`src/rtl/ntt_pkg.sv`:
```
// ntt_pkg: shared definitions for the iterative NTT blocks.
//   state_t  : core sequencing states (LOAD, COMPUTE, UNLOAD)
//   bitrev   : reverse the low 'width' bits of a value
//   mod_add  : (a + b) mod q for a, b < q
//   mod_sub  : (a - b) mod q for a, b < q
// Arithmetic helpers work on 32-bit containers so any block with a
// coefficient width up to 32 bits can reuse them through casts.
package ntt_pkg;

    typedef enum logic [1:0] {
        ST_LOAD    = 2'd0,
        ST_COMPUTE = 2'd1,
        ST_UNLOAD  = 2'd2
    } state_t;

    function automatic logic [31:0] bitrev(input logic [31:0] value, input int width);
        logic [31:0] r;
        r = '0;
        for (int k = 0; k < 32; k++) begin
            if (k < width) begin
                r[k] = value[width-1-k];
            end
        end
        return r;
    endfunction

    // One extra bit of headroom before the conditional subtract.
    function automatic logic [31:0] mod_add(input logic [31:0] a, input logic [31:0] b,
                                            input logic [31:0] q);
        logic [32:0] s;
        s = {1'b0, a} + {1'b0, b};
        if (s >= {1'b0, q}) begin
            s = s - {1'b0, q};
        end
        return s[31:0];
    endfunction

    // Equivalent to (a - b + q) mod q without ever going negative.
    function automatic logic [31:0] mod_sub(input logic [31:0] a, input logic [31:0] b,
                                            input logic [31:0] q);
        logic [31:0] d;
        if (a >= b) begin
            d = a - b;
        end else begin
            d = a + (q - b);
        end
        return d;
    endfunction

endpackage

```
`src/rtl/ntt_iter_core_bf_unit.sv`:
```
// ntt_bf_unit: combinational radix-2 Cooley-Tukey butterfly over Z_q.
//   i_a, i_b : operands (< i_q)
//   i_w      : twiddle factor (< i_q)
//   i_q      : modulus, >= 2
//   o_a      : (a + w*b) mod q
//   o_b      : (a - w*b) mod q
module ntt_bf_unit
    import ntt_pkg::*;
#(
    parameter int DATA_W = 8
) (
    input  logic [DATA_W-1:0] i_a,
    input  logic [DATA_W-1:0] i_b,
    input  logic [DATA_W-1:0] i_w,
    input  logic [DATA_W-1:0] i_q,
    output logic [DATA_W-1:0] o_a,
    output logic [DATA_W-1:0] o_b
);

    logic [2*DATA_W-1:0] w_prod;
    logic [DATA_W-1:0]   w_t;

    always_comb begin
        // Full double-width product, then a single reduction.
        w_prod = {{DATA_W{1'b0}}, i_w} * {{DATA_W{1'b0}}, i_b};
        w_t    = DATA_W'(w_prod % {{DATA_W{1'b0}}, i_q});
        o_a    = DATA_W'(mod_add(32'(i_a), 32'(w_t), 32'(i_q)));
        o_b    = DATA_W'(mod_sub(32'(i_a), 32'(w_t), 32'(i_q)));
    end

endmodule

```
`src/rtl/ntt_iter_core.sv`:
```
// ntt_iter_core: sequential radix-2 DIT NTT/INTT engine over Z_q.
// Loads N coefficients (natural order) into a bit-reversed register file,
// runs (N/2)*log2(N) in-place butterflies one per cycle, then streams the
// N results out in natural order, optionally scaled by n^-1.
// Ports:
//   i_clk, i_rst_n          : clock, synchronous active-low reset
//   i_in_valid/o_in_ready   : input handshake (ready only while loading)
//   i_in_data               : coefficient, < i_mod
//   i_mod, i_omegas         : modulus and twiddles w^k, k=0..N/2-1
//   i_inverse, i_n_inv      : inverse mode and N^-1 mod q
//   o_out_valid/i_out_ready : output handshake
//   o_out_data, o_out_last  : result sample, marks sample N-1
//   o_busy                  : computing or unloading
// Configuration inputs are captured on the first input handshake of a frame.
module ntt_iter_core
    import ntt_pkg::*;
#(
    parameter  int N      = 8,
    parameter  int DATA_W = 8,
    localparam int LOG_N  = $clog2(N)
) (
    input  logic                         i_clk,
    input  logic                         i_rst_n,
    input  logic                         i_in_valid,
    output logic                         o_in_ready,
    input  logic [DATA_W-1:0]            i_in_data,
    input  logic [DATA_W-1:0]            i_mod,
    input  logic [N/2-1:0][DATA_W-1:0]   i_omegas,
    input  logic                         i_inverse,
    input  logic [DATA_W-1:0]            i_n_inv,
    output logic                         o_out_valid,
    input  logic                         i_out_ready,
    output logic [DATA_W-1:0]            o_out_data,
    output logic                         o_out_last,
    output logic                         o_busy
);

    localparam int SW = $clog2(LOG_N);   // stage counter width
    localparam int PW = LOG_N - 1;       // pair counter / twiddle index width
    localparam logic [SW-1:0]    LAST_STAGE = SW'(LOG_N - 1);
    localparam logic [LOG_N-1:0] LAST_IDX   = LOG_N'(N - 1);

    state_t r_state, w_state_next;

    logic [LOG_N-1:0] r_load_cnt;
    logic [SW-1:0]    r_stage;
    logic [PW-1:0]    r_pair;
    logic [LOG_N-1:0] r_idx;

    logic [DATA_W-1:0]          r_mod;
    logic [DATA_W-1:0]          r_n_inv;
    logic                       r_inverse;
    logic [N/2-1:0][DATA_W-1:0] r_omegas;

    logic w_in_hs;
    logic w_bf_en;
    logic w_compute_done;
    logic [LOG_N-1:0] w_load_addr;

    logic [LOG_N-1:0] w_pair_ext;
    logic [LOG_N-1:0] w_half;
    logic [LOG_N-1:0] w_j;
    logic [LOG_N-1:0] w_grp;
    logic [SW:0]      w_shift_up;
    logic [SW-1:0]    w_shift_tw;
    logic [LOG_N-1:0] w_idx_a;
    logic [LOG_N-1:0] w_idx_b;
    logic [PW-1:0]    w_tw_idx;

    logic [DATA_W-1:0] w_buf [N];
    logic [DATA_W-1:0] w_a, w_b, w_w;
    logic [DATA_W-1:0] w_a_new, w_b_new;

    logic [DATA_W-1:0]   w_rd;
    logic [2*DATA_W-1:0] w_scale_prod;
    logic [DATA_W-1:0]   w_scaled;

    assign w_in_hs        = i_in_valid && (r_state == ST_LOAD);
    assign w_bf_en        = (r_state == ST_COMPUTE);
    assign w_compute_done = (r_stage == LAST_STAGE) && (&r_pair);
    assign w_load_addr    = LOG_N'(bitrev(32'(r_load_cnt), LOG_N));

    // Butterfly addressing for pair p in stage s (half = 2^s):
    //   j = p mod half, group = p / half
    //   i = group*2*half + j, partner = i + half
    //   twiddle index = j * N/(2*half) = j << (LOG_N-1-s)
    always_comb begin
        w_pair_ext = {1'b0, r_pair};
        w_half     = LOG_N'(1) << r_stage;
        w_j        = w_pair_ext & (w_half - LOG_N'(1));
        w_grp      = w_pair_ext >> r_stage;
        w_shift_up = {1'b0, r_stage} + (SW+1)'(1);
        w_idx_a    = (w_grp << w_shift_up) | w_j;
        w_idx_b    = w_idx_a | w_half;
        w_shift_tw = LAST_STAGE - r_stage;
        w_tw_idx   = PW'(w_j << w_shift_tw);
    end

    assign w_a = w_buf[w_idx_a];
    assign w_b = w_buf[w_idx_b];
    assign w_w = r_omegas[w_tw_idx];

    ntt_bf_unit #(
        .DATA_W (DATA_W)
    ) u_bf (
        .i_a (w_a),
        .i_b (w_b),
        .i_w (w_w),
        .i_q (r_mod),
        .o_a (w_a_new),
        .o_b (w_b_new)
    );

    // Register-file buffer: both butterfly operands are read and written
    // back in the same cycle, so each cell is an independent register.
    genvar gi;
    generate
        for (gi = 0; gi < N; gi++) begin : g_buf
            logic [DATA_W-1:0] r_cell;
            always_ff @(posedge i_clk) begin
                if (w_in_hs && (w_load_addr == LOG_N'(gi))) begin
                    r_cell <= i_in_data;
                end else if (w_bf_en && (w_idx_a == LOG_N'(gi))) begin
                    r_cell <= w_a_new;
                end else if (w_bf_en && (w_idx_b == LOG_N'(gi))) begin
                    r_cell <= w_b_new;
                end
            end
            assign w_buf[gi] = r_cell;
        end
    endgenerate

    // Output path: optional scaling by N^-1 for the inverse transform.
    always_comb begin
        w_rd         = w_buf[r_idx];
        w_scale_prod = {{DATA_W{1'b0}}, w_rd} * {{DATA_W{1'b0}}, r_n_inv};
        w_scaled     = DATA_W'(w_scale_prod % {{DATA_W{1'b0}}, r_mod});
    end

    // State register
    always_ff @(posedge i_clk) begin
        if (!i_rst_n) begin
            r_state <= ST_LOAD;
        end else begin
            r_state <= w_state_next;
        end
    end

    // Next state and outputs
    always_comb begin
        w_state_next = r_state;
        o_in_ready   = 1'b0;
        o_out_valid  = 1'b0;
        o_out_last   = 1'b0;
        o_out_data   = '0;
        o_busy       = 1'b0;
        case (r_state)
            ST_LOAD: begin
                o_in_ready = 1'b1;
                if (i_in_valid && (r_load_cnt == LAST_IDX)) begin
                    w_state_next = ST_COMPUTE;
                end
            end
            ST_COMPUTE: begin
                o_busy = 1'b1;
                if (w_compute_done) begin
                    w_state_next = ST_UNLOAD;
                end
            end
            ST_UNLOAD: begin
                o_busy      = 1'b1;
                o_out_valid = 1'b1;
                o_out_data  = r_inverse ? w_scaled : w_rd;
                o_out_last  = (r_idx == LAST_IDX);
                if (i_out_ready && (r_idx == LAST_IDX)) begin
                    w_state_next = ST_LOAD;
                end
            end
            default: begin
                w_state_next = ST_LOAD;
            end
        endcase
    end

    // Counters. Load and unload counters are exactly LOG_N bits wide, so
    // they wrap back to zero on the final sample of a frame.
    always_ff @(posedge i_clk) begin
        if (!i_rst_n) begin
            r_load_cnt <= '0;
            r_stage    <= '0;
            r_pair     <= '0;
            r_idx      <= '0;
        end else begin
            case (r_state)
                ST_LOAD: begin
                    r_stage <= '0;
                    r_pair  <= '0;
                    if (w_in_hs) begin
                        r_load_cnt <= r_load_cnt + LOG_N'(1);
                    end
                end
                ST_COMPUTE: begin
                    r_pair <= r_pair + PW'(1);
                    if (&r_pair) begin
                        r_stage <= (r_stage == LAST_STAGE) ? '0 : r_stage + SW'(1);
                    end
                end
                ST_UNLOAD: begin
                    if (i_out_ready) begin
                        r_idx <= r_idx + LOG_N'(1);
                    end
                end
                default: begin
                    r_load_cnt <= '0;
                end
            endcase
        end
    end

    // Frame configuration, captured with the first coefficient.
    always_ff @(posedge i_clk) begin
        if (!i_rst_n) begin
            r_mod     <= '0;
            r_n_inv   <= '0;
            r_inverse <= 1'b0;
            r_omegas  <= '0;
        end else if (w_in_hs && (r_load_cnt == '0)) begin
            r_mod     <= i_mod;
            r_n_inv   <= i_n_inv;
            r_inverse <= i_inverse;
            r_omegas  <= i_omegas;
        end
    end

endmodule

```
`config.mk`:
```
export PLATFORM = sky130hd
export DESIGN_NAME = ntt_iter_core
export DESIGN_NICKNAME = d
export VERILOG_FILES = /design/src/rtl/ntt_pkg.sv /design/src/rtl/ntt_iter_core_bf_unit.sv /design/src/rtl/ntt_iter_core.sv
export SDC_FILE = /design/constraint.sdc
export NUM_CORES = 1
export LEC_CHECK = 0
export CAP_MARGIN = 20
export CORE_MARGIN = 8
export CORE_UTILIZATION = 52
export DETAILED_ROUTE_END_ITERATION = 10
export HOLD_SLACK_MARGIN = 0.03
export PLACE_DENSITY = 0.72
export SETUP_SLACK_MARGIN = 0.5
export SYNTH_ARGS = -nofsm -noshare
export SYNTH_HDL_FRONTEND = slang
export SYNTH_SLANG_ARGS = --single-unit
```
`constraint.sdc`:
```
create_clock -name i_clk -period 47 [get_ports i_clk]
set_clock_uncertainty 0.2 [all_clocks]
set_input_delay 9.4 -clock i_clk [delete_from_list [all_inputs] [get_ports i_clk]]
set_output_delay 9.4 -clock i_clk [all_outputs]
set_load 0.02 [all_outputs]
```
==> results of run 1 <==
==> layout by cell type (no fill, tap or decap), types with 56 or more instances in the layout <==
cell type / count
nor3_1: 146
buf_4: 99
xnor2_1: 81
o21a_1: 131
edfxtp_1: 64
fa_1: 83
a21boi_0: 56
nand2_1: 463
mux2_2: 61
inv_1: 183
a21oi_1: 126
o21ai_0: 108
dfxtp_1: 59
ha_1: 315
nand3_1: 88
clkdlybuf4s50_1: 64
nor2_1: 270
==> cells in the mapped netlist (57+ instances only) <==
library cell and count:
o21a_1 132, a21boi_0 57, a21oi_1 146, nand3_1 90, nor2_1 284, clkbuf_1 74
ha_1 323, o21ai_0 116, xnor2_1 81, nor3_1 151, edfxtp_1 64, dfxtp_1 61
inv_1 183, nand2_1 464, fa_1 83, mux2_2 68
==> how the worst min path moves through the flow <==
stage	startpoint	endpoint	slack [ns]	depth (start not counted)
2_1_floorplan	r_omegas[25]$_SDFFE_PN0P_	r_omegas[25]$_SDFFE_PN0P_	0.24	2
3_3_place_gp	r_omegas[19]$_SDFFE_PN0P_	r_omegas[19]$_SDFFE_PN0P_	0.25	2
3_5_place_dp	r_omegas[30]$_SDFFE_PN0P_	r_omegas[30]$_SDFFE_PN0P_	0.26	2
4_1_cts	r_omegas[9]$_SDFFE_PN0P_	r_omegas[9]$_SDFFE_PN0P_	0.27	2
5_1_grt	r_omegas[18]$_SDFFE_PN0P_	r_omegas[18]$_SDFFE_PN0P_	0.28	2
6_report	r_omegas[18]$_SDFFE_PN0P_	r_omegas[18]$_SDFFE_PN0P_	0.27	2
==> per-stage QoR <==
step,utilization,setup WS [ns]
2_1_floorplan,-,0.829
6_report,0.586,2.01
3_3_place_gp,0.552,0.490
5_1_grt,0.586,-0.0281
3_5_place_dp,0.552,-0.896
4_1_cts,0.566,0.524
==> layout make-up <==
| cell class | count | area, um2 |
|---|---|---|
| antenna | 1 | 2.50 |
| fill | 4361 | 20100 |
| sequential | 125 | 3150 |
| tap | 622 | 778 |
| multi-input combinational | 2866 | 21800 |
| timing repair buffer | 179 | 1530 |
| inverter | 186 | 698 |
| clock buffer | 20 | 457 |
| clock inverter | 12 | 108 |
==> logic make-up after synthesis <==
logic type | count (synthesis)
simple gates | 1301
compound gates | 877
fa+ha+maj | 407
buf+inv | 297
mux | 153
xor+xnor | 127
flops | 125
==> routing by layer <==
layer	global-route usage	vias to the layer above	routed length, um
li1	-	12224	-
met1	0.347	12087	34400
met2	0.459	1058	38000
met3	0.0345	200	5240
met4	0.0949	0	3160
met5	0	-	0
==> sequential cells by signal, summed over array words and instances (netlist names), 3 cells and up <==
name,count
r_mod,8
r_load_cnt,3
g_buf.r_cell,64
r_n_inv,8
r_omegas,32
r_idx,3
==> what timing repair did <==
| action | in CTS | in global routing |
|---|---|---|
| pin swaps | 2 | 47 |
| cloned | 0 | 2 |
| setup endpoints to repair | 8 | 72 |
| resized for setup | 33 | 140 |
| setup buffers | 4 | 50 |
==> tightest hold or removal path, stage by stage (launching register included) <==
cell and delay (ns):
dfxtp_1 0.31, nand2_1 0.04, a21boi_0 0.07
==> qor.txt, run 1 <==
post-synthesis simple-gate area fraction - 0.242
final hold violations - 0
max-cap check violation count - 0
gr ovfl total - 0
final setup fails - 0
R2R Setup Slk - 3.30 ns
cell taking the most area after synthesis - ha_1
ys async rst share - 0
Die Wd - 237 um
Starting DRT DRC Count - 2204
CP Class - reg2out
Clk Latency, worst-skew pair - 0.43 ns
Net Count, Synth - 3754
placer congestion estimate - 1.01
count of buffers from port buffering - 72
synthesized netlist cell count - 3287
Pre-Repair DR Iteration Count - 6
number of global-route vias before repair - 24190
post-synthesis sequential area ratio - 0.123
worst path bufs/invs - 10
Starting Density - 0.524
vias per cell - 6.37
Critical Path AT - 35.39 ns
first-pass GRT wire length - 126 mm
Worst Setup End Kind - output pin
Worst path max stage delay - 0.59 ns
mux contribution to synthesized area - 0.0752
CP endpoint - o_out_data[1]
die area - 56300 um2
Max FO, Critical Path - 11
wire per inst - 20.1 um
Synth Warn # - 0
CTS H-Tree Depth - 4
Row Count - 81
placed cell count - 3917
dpl cell area - 26900 um2
startpoint types - flop
WHS - 0.266 ns
final WL - 80.7 mm
total negative setup slack - 0 ns
Synth Area in Compound Gates - 0.246
Worst Reg-to-Reg Cells - 184
layout cells sized above 1 - 0.129
clk slew on worst S/H paths - 0.06 ns
CP max-delay cell - or4b_4
Area contributors post-synth - ha_1, edfxtp_1, nand2_1
largest family of logic cells by synthesized area - compound AO/OA/AOI/OAI gates
Crit path top cell by count - o21a_1
Vias - 25569
final period utilization - 0.957
final slew viol count - 0
CP Depth - 173
gr usage total - 0.269
Routed Antenna Nets - 0
Peak Freq - 0.0222 GHz
CP delay by family, top - compound AO/OA/AOI/OAI gates
Final Non-Filler Cells - 4011
worst slew pin tran - 1.01 ns
CP Launch Point - r_idx[0]$_SDFFE_PN0P_
largest net degree at the start of global routing - 62
R2R Path Start - r_stage[0]$_SDFFE_PN0P_
count of unique library cells instantiated by Yosys - 115
HP Class - reg2reg
CTS Root Cell - clkbuf_16
Nets - 3842
r2r endpoint - g_buf[6].r_cell[7]$_DFFE_PP_
# hold bufs at CTS - 0
Num CTS Buffers - 17
min cycle time layout - 44.99 ns
HPWL Detailed - 63.2 mm
Synth top area share - 0.159
CTS tree - done
synthesized cell area - 25500 um2
Post-synth EDFFs - 64
final instance area - 28500 um2
status - complete, no violations
io pins - 73
TritonCTS Sinks - 125
Die Span Y - 237 um
Post-Synth Adder-Cell Area - 0.224
ys flop type - edfxtp_1
WP data required - 37.40 ns
CORE AREA - 48600 um2
Avg Cell Area, Syn - 7.75 um2
antenna violations before repair - 1
P&R area growth vs syn - 12.0%
relative slew slack - 0.305
drt drc - 0
#FFs+latches synth - 125
XOR/XNOR Fraction of Synth Area - 0.0443
Max Buffers Root-to-Sink - 2
Power of run 1 is left out: the tool's default activity adds up to more than one toggle a clock period on the data nets, which glitch-free logic cannot reach.
==> inputs of run 2 (changes only) <==
--- a/config.mk
+++ b/config.mk
@@ -12,6 +12,7 @@
 export HOLD_SLACK_MARGIN = 0.03
 export PLACE_DENSITY = 0.72
 export SETUP_SLACK_MARGIN = 0.5
+export SKIP_LAST_GASP = 1
 export SYNTH_ARGS = -nofsm -noshare
 export SYNTH_HDL_FRONTEND = slang
 export SYNTH_SLANG_ARGS = --single-unit
==> results of run 2 <==
Same layout as run 1: the final DEF is identical, and so are final timing and power.
Power of run 2 is left out for the same reason.
